==> config.mk <==
export PLATFORM = sky130hd
export DESIGN_NAME = led_code_sequencer_flat
export DESIGN_NICKNAME = d
export VERILOG_FILES = /design/src/rtl/led_pkg.sv /design/src/rtl/led_code_sequencer_if.sv /design/src/rtl/led_tick_gen.sv /design/src/rtl/led_code_sequencer.sv /design/src/flat_wrapper.sv
export SDC_FILE = /design/constraint.sdc
export NUM_CORES = 1
export LEC_CHECK = 0
export ABC_AREA = 1
export ABC_CLOCK_PERIOD_IN_PS = 3200
export BUFFER_PORTS_ARGS = -buffer_cell sky130_fd_sc_hd__buf_2
export CAP_MARGIN = 20
export CORE_UTILIZATION = 50
export CTS_CLUSTER_DIAMETER = 40
export CTS_CLUSTER_SIZE = 16
export DETAILED_ROUTE_END_ITERATION = 8
export GPL_TIMING_DRIVEN = 1
export PLACE_DENSITY = 0.74
export SLEW_MARGIN = 20
export SYNTH_ARGS = -nofsm -noshare
export SYNTH_HDL_FRONTEND = slang
export SYNTH_SLANG_ARGS = --single-unit
==> constraint.sdc <==
create_clock -name i_clk -period 3.2 [get_ports i_clk]
set_input_delay 0.64 -clock i_clk [delete_from_list [all_inputs] [get_ports i_clk]]
set_output_delay 0.64 -clock i_clk [all_outputs]
set_load 0.05 [all_outputs]
==> src/rtl/led_pkg.sv <==
// led_pkg: shared FSM encoding, width helpers and default timing for the LED code sequencer
package led_pkg;

    typedef enum logic [2:0] {IDLE, ON, OFF, GAP, FIN} state_t;

    localparam int DEF_TICK_CYCLES = 250;
    localparam int DEF_ON_TICKS    = 2;
    localparam int DEF_OFF_TICKS   = 2;
    localparam int DEF_GAP_TICKS   = 8;

    function automatic int clogb2(input int n);
        int r;
        r = 1;
        while ((1 << r) < n) r++;
        return r;
    endfunction

    function automatic int max3(input int a, input int b, input int c);
        int m;
        m = (a > b) ? a : b;
        return (m > c) ? m : c;
    endfunction

    localparam int TICK_W  = clogb2(DEF_TICK_CYCLES);
    localparam int PHASE_W = clogb2(max3(DEF_ON_TICKS, DEF_OFF_TICKS, DEF_GAP_TICKS));

endpackage

==> src/rtl/led_code_sequencer_if.sv <==
// led_code_sequencer_if: request/code/grant/done bundle between status sources and the LED sequencer
interface led_code_sequencer_if #(
    parameter int NUM_REQ    = 4,
    parameter int CODE_WIDTH = 4
);
    logic [NUM_REQ-1:0]            req;
    logic [NUM_REQ*CODE_WIDTH-1:0] code;
    logic [NUM_REQ-1:0]            grant;
    logic [NUM_REQ-1:0]            done;
    logic                          busy;
    logic                          led_out;

    modport master (output req, code, input grant, done, busy, led_out);
    modport slave  (input req, code, output grant, done, busy, led_out);
endinterface

==> src/rtl/led_tick_gen.sv <==
// led_tick_gen: prescaler giving a one-cycle tick every TICK_CYCLES clocks, held at zero by clr
module led_tick_gen
    import led_pkg::*;
#(
    parameter int TICK_CYCLES = DEF_TICK_CYCLES
) (
    input  logic i_clk,
    input  logic i_rst,
    input  logic i_clr,
    output logic o_tick
);
    localparam int CNT_W = clogb2(TICK_CYCLES);

    logic [CNT_W-1:0] r_cnt;

    assign o_tick = (r_cnt == CNT_W'(TICK_CYCLES - 1));

    // free-running 0..TICK_CYCLES-1 counter, cleared while the sequencer is idle
    always_ff @(posedge i_clk) begin
        if (i_rst || i_clr) r_cnt <= '0;
        else                r_cnt <= o_tick ? '0 : r_cnt + 1'b1;
    end
endmodule

==> src/rtl/led_code_sequencer.sv <==
// led_code_sequencer: arbitrates requesters onto one LED and blinks each winner's numeric code
// Optional macro LED_CODE_RR_EN selects round-robin arbitration instead of fixed priority.
module led_code_sequencer
    import led_pkg::*;
#(
    parameter int NUM_REQ     = 4,
    parameter int CODE_WIDTH  = 4,
    parameter int TICK_CYCLES = DEF_TICK_CYCLES,
    parameter int ON_TICKS    = DEF_ON_TICKS,
    parameter int OFF_TICKS   = DEF_OFF_TICKS,
    parameter int GAP_TICKS   = DEF_GAP_TICKS
) (
    input  logic                  i_clk,
    input  logic                  i_rst,
    led_code_sequencer_if.slave   io_bus
);
    localparam int PH_W = clogb2(max3(ON_TICKS, OFF_TICKS, GAP_TICKS));
    localparam int IX_W = clogb2(NUM_REQ);

    state_t                r_state, w_state_nxt;
    logic [NUM_REQ-1:0]    r_grant, w_grant_nxt;
    logic [NUM_REQ-1:0]    r_done, w_done_nxt;
    logic                  r_led, w_led_nxt;
    logic [CODE_WIDTH-1:0] r_pulses, w_pulses_nxt;
    logic [PH_W-1:0]       r_phase, w_phase_nxt;
    logic [PH_W-1:0]       w_limit;
    logic [CODE_WIDTH-1:0] w_code;
    logic [IX_W-1:0]       w_win;
    logic                  w_tick, w_any, w_phase_end;

    led_tick_gen #(.TICK_CYCLES(TICK_CYCLES)) u_tick (
        .i_clk  (i_clk),
        .i_rst  (i_rst),
        .i_clr  (r_state == IDLE),
        .o_tick (w_tick)
    );

    assign w_any          = |io_bus.req;
    assign w_code         = io_bus.code[int'(w_win)*CODE_WIDTH +: CODE_WIDTH];
    assign w_limit        = (r_state == ON)  ? PH_W'(ON_TICKS - 1)  :
                            (r_state == OFF) ? PH_W'(OFF_TICKS - 1) : PH_W'(GAP_TICKS - 1);
    assign w_phase_end    = w_tick && (r_phase == w_limit);
    assign io_bus.grant   = r_grant;
    assign io_bus.done    = r_done;
    assign io_bus.busy    = (r_state != IDLE);
    assign io_bus.led_out = r_led;

`ifdef LED_CODE_RR_EN
    logic [IX_W-1:0] r_ptr;

    // search start moves just past each winner so held requests take turns
    always_ff @(posedge i_clk) begin
        if (i_rst)                          r_ptr <= '0;
        else if (r_state == IDLE && w_any)  r_ptr <= (w_win == IX_W'(NUM_REQ - 1)) ? '0 : w_win + 1'b1;
    end

    // round-robin winner: first requesting index at or after the pointer
    always_comb begin
        int j;
        j = 0;
        w_win = '0;
        for (int k = NUM_REQ - 1; k >= 0; k--) begin
            j = int'(r_ptr) + k;
            if (j >= NUM_REQ) j = j - NUM_REQ;
            if (io_bus.req[j]) w_win = IX_W'(j);
        end
    end
`else
    // fixed priority winner: lowest requesting index
    always_comb begin
        w_win = '0;
        for (int k = NUM_REQ - 1; k >= 0; k--)
            if (io_bus.req[k]) w_win = IX_W'(k);
    end
`endif

    // state and registered outputs
    always_ff @(posedge i_clk) begin
        if (i_rst) begin
            r_state  <= IDLE;
            r_grant  <= '0;
            r_done   <= '0;
            r_led    <= 1'b0;
            r_pulses <= '0;
            r_phase  <= '0;
        end else begin
            r_state  <= w_state_nxt;
            r_grant  <= w_grant_nxt;
            r_done   <= w_done_nxt;
            r_led    <= w_led_nxt;
            r_pulses <= w_pulses_nxt;
            r_phase  <= w_phase_nxt;
        end
    end

    // next state: latch code on grant, then walk ON/OFF pulses, the gap and the completion cycle
    always_comb begin
        w_state_nxt  = r_state;
        w_grant_nxt  = r_grant;
        w_done_nxt   = '0;
        w_led_nxt    = r_led;
        w_pulses_nxt = r_pulses;
        w_phase_nxt  = (r_state == IDLE || r_state == FIN) ? '0 :
                       w_phase_end ? '0 : w_tick ? r_phase + 1'b1 : r_phase;
        case (r_state)
            IDLE: if (w_any) begin
                w_grant_nxt  = NUM_REQ'(1) << w_win;
                w_pulses_nxt = w_code;
                w_led_nxt    = (w_code != '0);
                w_state_nxt  = (w_code != '0) ? ON : FIN;
            end
            ON: if (w_phase_end) begin
                w_led_nxt    = 1'b0;
                w_pulses_nxt = r_pulses - 1'b1;
                w_state_nxt  = OFF;
            end
            OFF: if (w_phase_end) begin
                w_led_nxt   = (r_pulses != '0);
                w_state_nxt = (r_pulses != '0) ? ON : GAP;
            end
            GAP: if (w_phase_end) w_state_nxt = FIN;
            FIN: begin
                w_done_nxt  = r_grant;
                w_grant_nxt = '0;
                w_state_nxt = IDLE;
            end
            default: w_state_nxt = IDLE;
        endcase
    end
endmodule

==> src/flat_wrapper.sv <==
// flat-port wrapper written by rule: the top's interface ports become plain ports
module led_code_sequencer_flat import led_pkg::*;
#(
    parameter int NUM_REQ     = 4,
    parameter int CODE_WIDTH  = 4,
    parameter int TICK_CYCLES = DEF_TICK_CYCLES,
    parameter int ON_TICKS    = DEF_ON_TICKS,
    parameter int OFF_TICKS   = DEF_OFF_TICKS,
    parameter int GAP_TICKS   = DEF_GAP_TICKS
)
  (i_clk, i_rst, io_bus_req, io_bus_code, io_bus_grant, io_bus_done, io_bus_busy, io_bus_led_out);
  led_code_sequencer_if #(.NUM_REQ(NUM_REQ), .CODE_WIDTH(CODE_WIDTH)) io_bus_i ();
  input  logic i_clk;
  input  logic i_rst;
  input wire logic [$bits(io_bus_i.req)-1:0] io_bus_req;
  input wire logic [$bits(io_bus_i.code)-1:0] io_bus_code;
  output wire logic [$bits(io_bus_i.grant)-1:0] io_bus_grant;
  output wire logic [$bits(io_bus_i.done)-1:0] io_bus_done;
  output wire logic [$bits(io_bus_i.busy)-1:0] io_bus_busy;
  output wire logic [$bits(io_bus_i.led_out)-1:0] io_bus_led_out;
  assign io_bus_i.req = io_bus_req;
  assign io_bus_i.code = io_bus_code;
  assign io_bus_grant = io_bus_i.grant;
  assign io_bus_done = io_bus_i.done;
  assign io_bus_busy = io_bus_i.busy;
  assign io_bus_led_out = io_bus_i.led_out;
  led_code_sequencer #(.NUM_REQ(NUM_REQ), .CODE_WIDTH(CODE_WIDTH), .TICK_CYCLES(TICK_CYCLES), .ON_TICKS(ON_TICKS), .OFF_TICKS(OFF_TICKS), .GAP_TICKS(GAP_TICKS)) u_core (.i_clk(i_clk), .i_rst(i_rst), .io_bus(io_bus_i));
endmodule
Word level (Yosys, flattened, before mapping)
Index checks and enable logic that the tools add are counted.

word-level totals
  bits in writable memories = 0
  bits in read-only memories = 0
  register bits = 27
  input port bits = 22
  latch bits = 0
  word-level logic and storage cells = 63
  memories kept = 0

operators by class
  bitwise gates (word level) = 1
  div/mod/pow operators = 0
  multipliers = 0
  reduce and logical (&&, ||, !) cells = 18
  equality and inequality tests = 10
  $add $sub $neg = 3
  shifts and indexed selects = 2
  muxes and demuxes = 22
  $lt $le $gt $ge = 0

operator list
  cell                 count
  $mux 3               7
  $pmux 4 s2           2
  $shiftx 16x5->4      1
  $mux 4               3
  $pmux 3 s4           1
  $mux 2               5
  $add 8x1->8 const B  1
  $eq 8x8->1 const B   1
  $ne 2x1->1 const B   4
  $reduce_and 4->1     2
  $reduce_bool 4->1    2
  $eq 3x2->1 const B   2
  $reduce_bool 3->1    2
  $reduce_bool 2->1    2
  $reduce_or 2->1      2
  $reduce_or 4->1      1
  $shl 1x2->4 const A  1
  $sub 4x1->4 const B  1
  $add 3x1->3 const B  1
  $eq 3x1->1 const B   1
  $eq 3x3->1           1
  $eq 3x3->1 const B   1
  $logic_not 3->1      1
  $mux 1               3
  7 further kinds      8

Depth between registers and ports, before layout
  depth in word-level cells = 9
  gate-level depth with buffers = 14
  depth with buffers taken out = 14

Hierarchy
Synthesis repeated with hierarchy kept, for this count alone.

second synthesis, totals
  cells, all modules = 226
  area, all modules = 1,580.3 sq um

modules (own cells, without submodules)
  module              instances  area an instance (sq um)  cells an instance  seq. area each (sq um)
  led_code_sequencer  1          1,186.1                   172                380.4
  led_tick_gen        1          394.1                     54                 160.2

Worst setup path before layout
Ideal clock, no wire load.

  path type = reg2reg
  start point = register u_core.r_state[0]
  end point = register u_core.r_pulses[2]
  cell stages (with the launch flop) = 11
  setup slack = 1.541 ns
  required time = 3.080 ns
  period minus slack after synthesis = 1.659 ns
  arrival = 1.539 ns
  cell sequence = dfxtp_1 nor2_2 nand2_1 nor3_2 inv_2 nand2_4 inv_4 nand2_4 clkinv_2 nand2_1 a21oi_2

between the ends
  word-level cells in the longest chain between the ends = 7
  elaborated cells on any way between the ends = 12
  classes of those cells = eq/ne (5); mux (3); reduce/logical (4)

RTL lines
  what                        line                      text
  start, declared             led_code_sequencer.sv:20  state_t r_state, w_state_nxt;
  start signal, assigned      led_code_sequencer.sv:87  r_state <= w_state_nxt;
  $eq 3x2->1                  led_code_sequencer.sv:41  (r_state == OFF) ? PH_W'(OFF_TICKS - 1) : PH_W'(GAP_TICKS - 1);
  $mux 3                      led_code_sequencer.sv:41
  $mux 3                      led_code_sequencer.sv:40  assign w_limit = (r_state == ON) ? PH_W'(ON_TICKS - 1) :
  $eq 3x3->1                  led_code_sequencer.sv:42  assign w_phase_end = w_tick && (r_phase == w_limit);
  $logic_and 1x1->1           led_code_sequencer.sv:42
  $ne 2x1->1 (no line)        --
  $reduce_and 3->1 (no line)  --
  end signal, assigned        led_code_sequencer.sv:91  r_pulses <= w_pulses_nxt;
  end, declared               led_code_sequencer.sv:24  logic [CODE_WIDTH-1:0] r_pulses, w_pulses_nxt;

Several ways; a longest one is shown, not always the timed one.
A chain may end at the register's enable or synchronous reset.

Worst setup path in the final report
  start point = register u_core.r_state[1]
  end point = output port io_bus_busy

between the ends
  word-level cells in the longest chain between the ends = 1

RTL lines
  what               line                      text
  $reduce_bool 3->1  led_code_sequencer.sv:45  assign io_bus.busy = (r_state != IDLE);
  end, declared      flat_wrapper.sv:19        output wire logic [$bits(io_bus_i.busy)-1:0] io_bus_busy;

No other way between the ends.

==> flow_summary_export.csv <==
group,metric,value,unit
layout,antenna_cells,0,
pwr,p_switching,737,µW
synth,ys_ff_latch,27,
pwr,internal_power,732,µW
floorplan,pin_count,32,
cts,clockRootBuffer,"clkbuf_4",
cts,cts_buffers,3,
pwr,power.density,812,mW/mm²
floorplan,die_h,58.3,µm
timing,hold_viol_final,0,
routing,vias,1462,
floorplan,rows,20,
cts,clk_latency,0.33,ns
synth,yosysUniqueCellTypes,31,
grt,grt_pass1_wl,5180,µm
cts,cts_max_level,1,
cts,hold_buffers,0,
critical_path,cp_cell_sequence,"inv_1 > nand2_1 > buf_2",
pwr,sequentialPowerShare,32.9,%
routing,routed.top_layer,"met4",
cts,cts_buffer_depth,2,
pwr,fin_total_pwr,1470,µW
routing,drt-vias-per-instance,4.86,
synth,ys_warn_count,0,
synth,synthArstFlopShare,0,%
critical_path,end_kind,"primary output",
grt,gr-usage-all-layers,19.3,%
routing,routed-wl-met3,142,µm
pwr,ir_worst_vdd,0.000436,V
synth,synth_nets,251,
placed_design,port_buffers,31,
synth,synthFlopType,"dfxtp_1",
critical_path,max_stage_delay,0.55,ns
routing,drtAntennaViolNets,0,
layout,fillCellCount,310,
routing,drt-initial-drc-count,49,
synth,avgSynthCellArea,7.04,µm²
timing,period_share,66.4,%
routing,drcViolationCount,0,
routing,dr.pass1.iters,4,
pwr,power_frac_comb,56.1,%
cts,post-cts-setup-buffers,0,
timing,relSlewSlack,55.2,%
cts,cts_tree,"built",
cts,post_cts_resized,0,
synth,ys_seq_area_share,34.1,%
floorplan,die_x,58.3,µm
timing,fmax,471,MHz
routing,wl_met2,1360,µm
grt,grt_antenna_before_repair,0,
placed_design,dp_slack,0.877,ns
floorplan,core,0.00303,mm²
status,outcome,"completed",
pwr,swShare,50.2,%
layout,syn_to_final_growth,14.3,%
timing,tns,0,ns
grt,grt_pass1_vias,1282,
synth,synth_cells,225,
layout,final_layout_size_suffix_gt1_share,24.1,%
cts,cts_num_sinks,27,
routing,wl_per_cell,10.4,µm
min_path,hp-class,"reg -> reg",
critical_path,slowest_stage,"dfxtp_1",
grt,grt_max_degree,18,
placed_design,dp.cells,297,
critical_path,crit_type,"reg -> out",
placed_design,place_congestion,0.828,
critical_path,critPathArrivalTime,1.48,ns
floorplan,start_util,52.3,%
routing,wl,3120,µm
timing,final-setup-viol-count,0,
timing,finClkSkew,0.00216,ns
flow_run,drv_cap,0,
layout,nNetsFinal,284,
timing,setup_slack,1.08,ns
critical_path,critPathTopFamily,"flip-flops",
pwr,pwr-share-clk,11.0,%
floorplan,die-area,0.00340,mm²
pwr,p_leak,0.000875,µW
cts,clkTransAtPathRegs,0.16,ns
synth,synth-edff-count,0,
routing,drt-met1-wl,1560,µm
synth,syn-cell-area,0.00158,mm²
timing,rsz0062_at_grt,"false",
critical_path,cp.required,2.56,ns
timing,slew_violations,0,
layout,stdcell_count,301,
critical_path,crit_fanout,7,
timing,period_minus_slack,2.12,ns
critical_path,crit_buf_inv,2,
critical_path,critPathLaunchType,"register",
grt,grt.overflow.total,0,
placed_design,dp_hpwl,2450,µm
timing,worst_slew_pin_slew,0.669,ns
## layout make-up
cell class	count	area (µm²)	share of cell area [%]
Timing Repair Buffer	31	155	8.57
Clock inverter	1	8.76	0.484
Sequential cell	27	541	29.9
Clock buffer	3	22.5	1.24
Multi-Input combinational cell	160	893	49.3
Tap cell	44	55.1	3.04
Inverter	35	135	7.46
## worst paths after layout
path,start,to,slack [ns],cells after the start
max,u_core.r_state[1],io_bus_busy,1.08,3
min,u_core.io_bus.grant[3],u_core.io_bus.done[3],0.46,2
max reg2reg,u_core.r_state[1],u_core.r_state[1],1.54,11
min reg2reg,u_core.io_bus.grant[3],u_core.io_bus.done[3],0.46,2
## cells in the mapped netlist, types with 3 or more instances
library cell	n	area (µm²)
nand2_1	43	161
nand3_1	33	165
inv_1	31	116
dfxtp_1	27	541
nor2_1	19	71.3
a21oi_1	10	50.1
a31oi_1	5	31.3
nand2_2	5	31.3
nand2_4	5	56.3
a21oi_2	4	35.0
ha_1	4	50.1
nor3_1	4	20.0
o21ai_0	4	20.0
a211oi_1	3	22.5
buf_2	3	15.0
nor3b_1	3	22.5
## flip-flops by register name (all words and copies together) (netlist names)
name                   count
u_core.r_phase             3
u_core.io_bus.done         4
u_core.io_bus.led_out      1
u_core.r_pulses            4
u_core.u_tick.r_cnt        8
u_core.r_state             3
u_core.io_bus.grant        4
## per-layer routing
metal	track usage, %	up-vias
met5	0	-
li1	-	797
met2	31.5	37
met3	2.46	7
met4	9.18	0
met1	25.0	621
## logic make-up after synthesis
kind of cell,share of synthesized area (%)
buf+inv,9.48
fa+ha+maj,3.16
compound gates,11.5
flops,34.1
simple gates,40.1
xor+xnor,1.66
## per-stage QoR
step / hold WS, ns / instance area [µm²] / utilization [%]
3_3_place_gp: 0.438 / 1780 / 58.8
5_1_grt: 0.487 / 1810 / 59.8
4_1_cts: 0.467 / 1810 / 59.8
3_5_place_dp: 0.444 / 1780 / 58.8
2_1_floorplan: 0.427 / 1580 / -
6_report: 0.464 / 1810 / 59.8
## cell usage in the layout, fill, tap and decap left out, drive strengths merged
cell type	instances
o21bai	2
a31oi	5
ha	4
clkinv	1
nand3	34
nor3	5
buf	31
nor2	24
xnor2	2
clkbuf	3
nand3b	1
nand4	2
nor3b	3
dfxtp	27
nand2	53
or2	2
xor2	1
inv	35
o21ai	4
a21oi	14
o211ai	1
a211oi	3
## worst register-to-register path: cells and delay by family, from the launching register on
kind                   cells  cell delay (ns)
flip-flops                 1             0.55
AND/OR/NAND/NOR            8             0.73
AO/OA/AOI/OAI              1             0.16
buffers and inverters      2             0.13
## power groups by stage
stage	Combinational, µW	Sequential [µW]	Clock, µW
after floorplan	587	566	0
after global placement	820	487	0
final	825	483	161
after detailed placement	820	490	0
after global routing	917	494	183
after CTS	826	482	171
No activity file was read; power rests on OpenSTA's default activity.
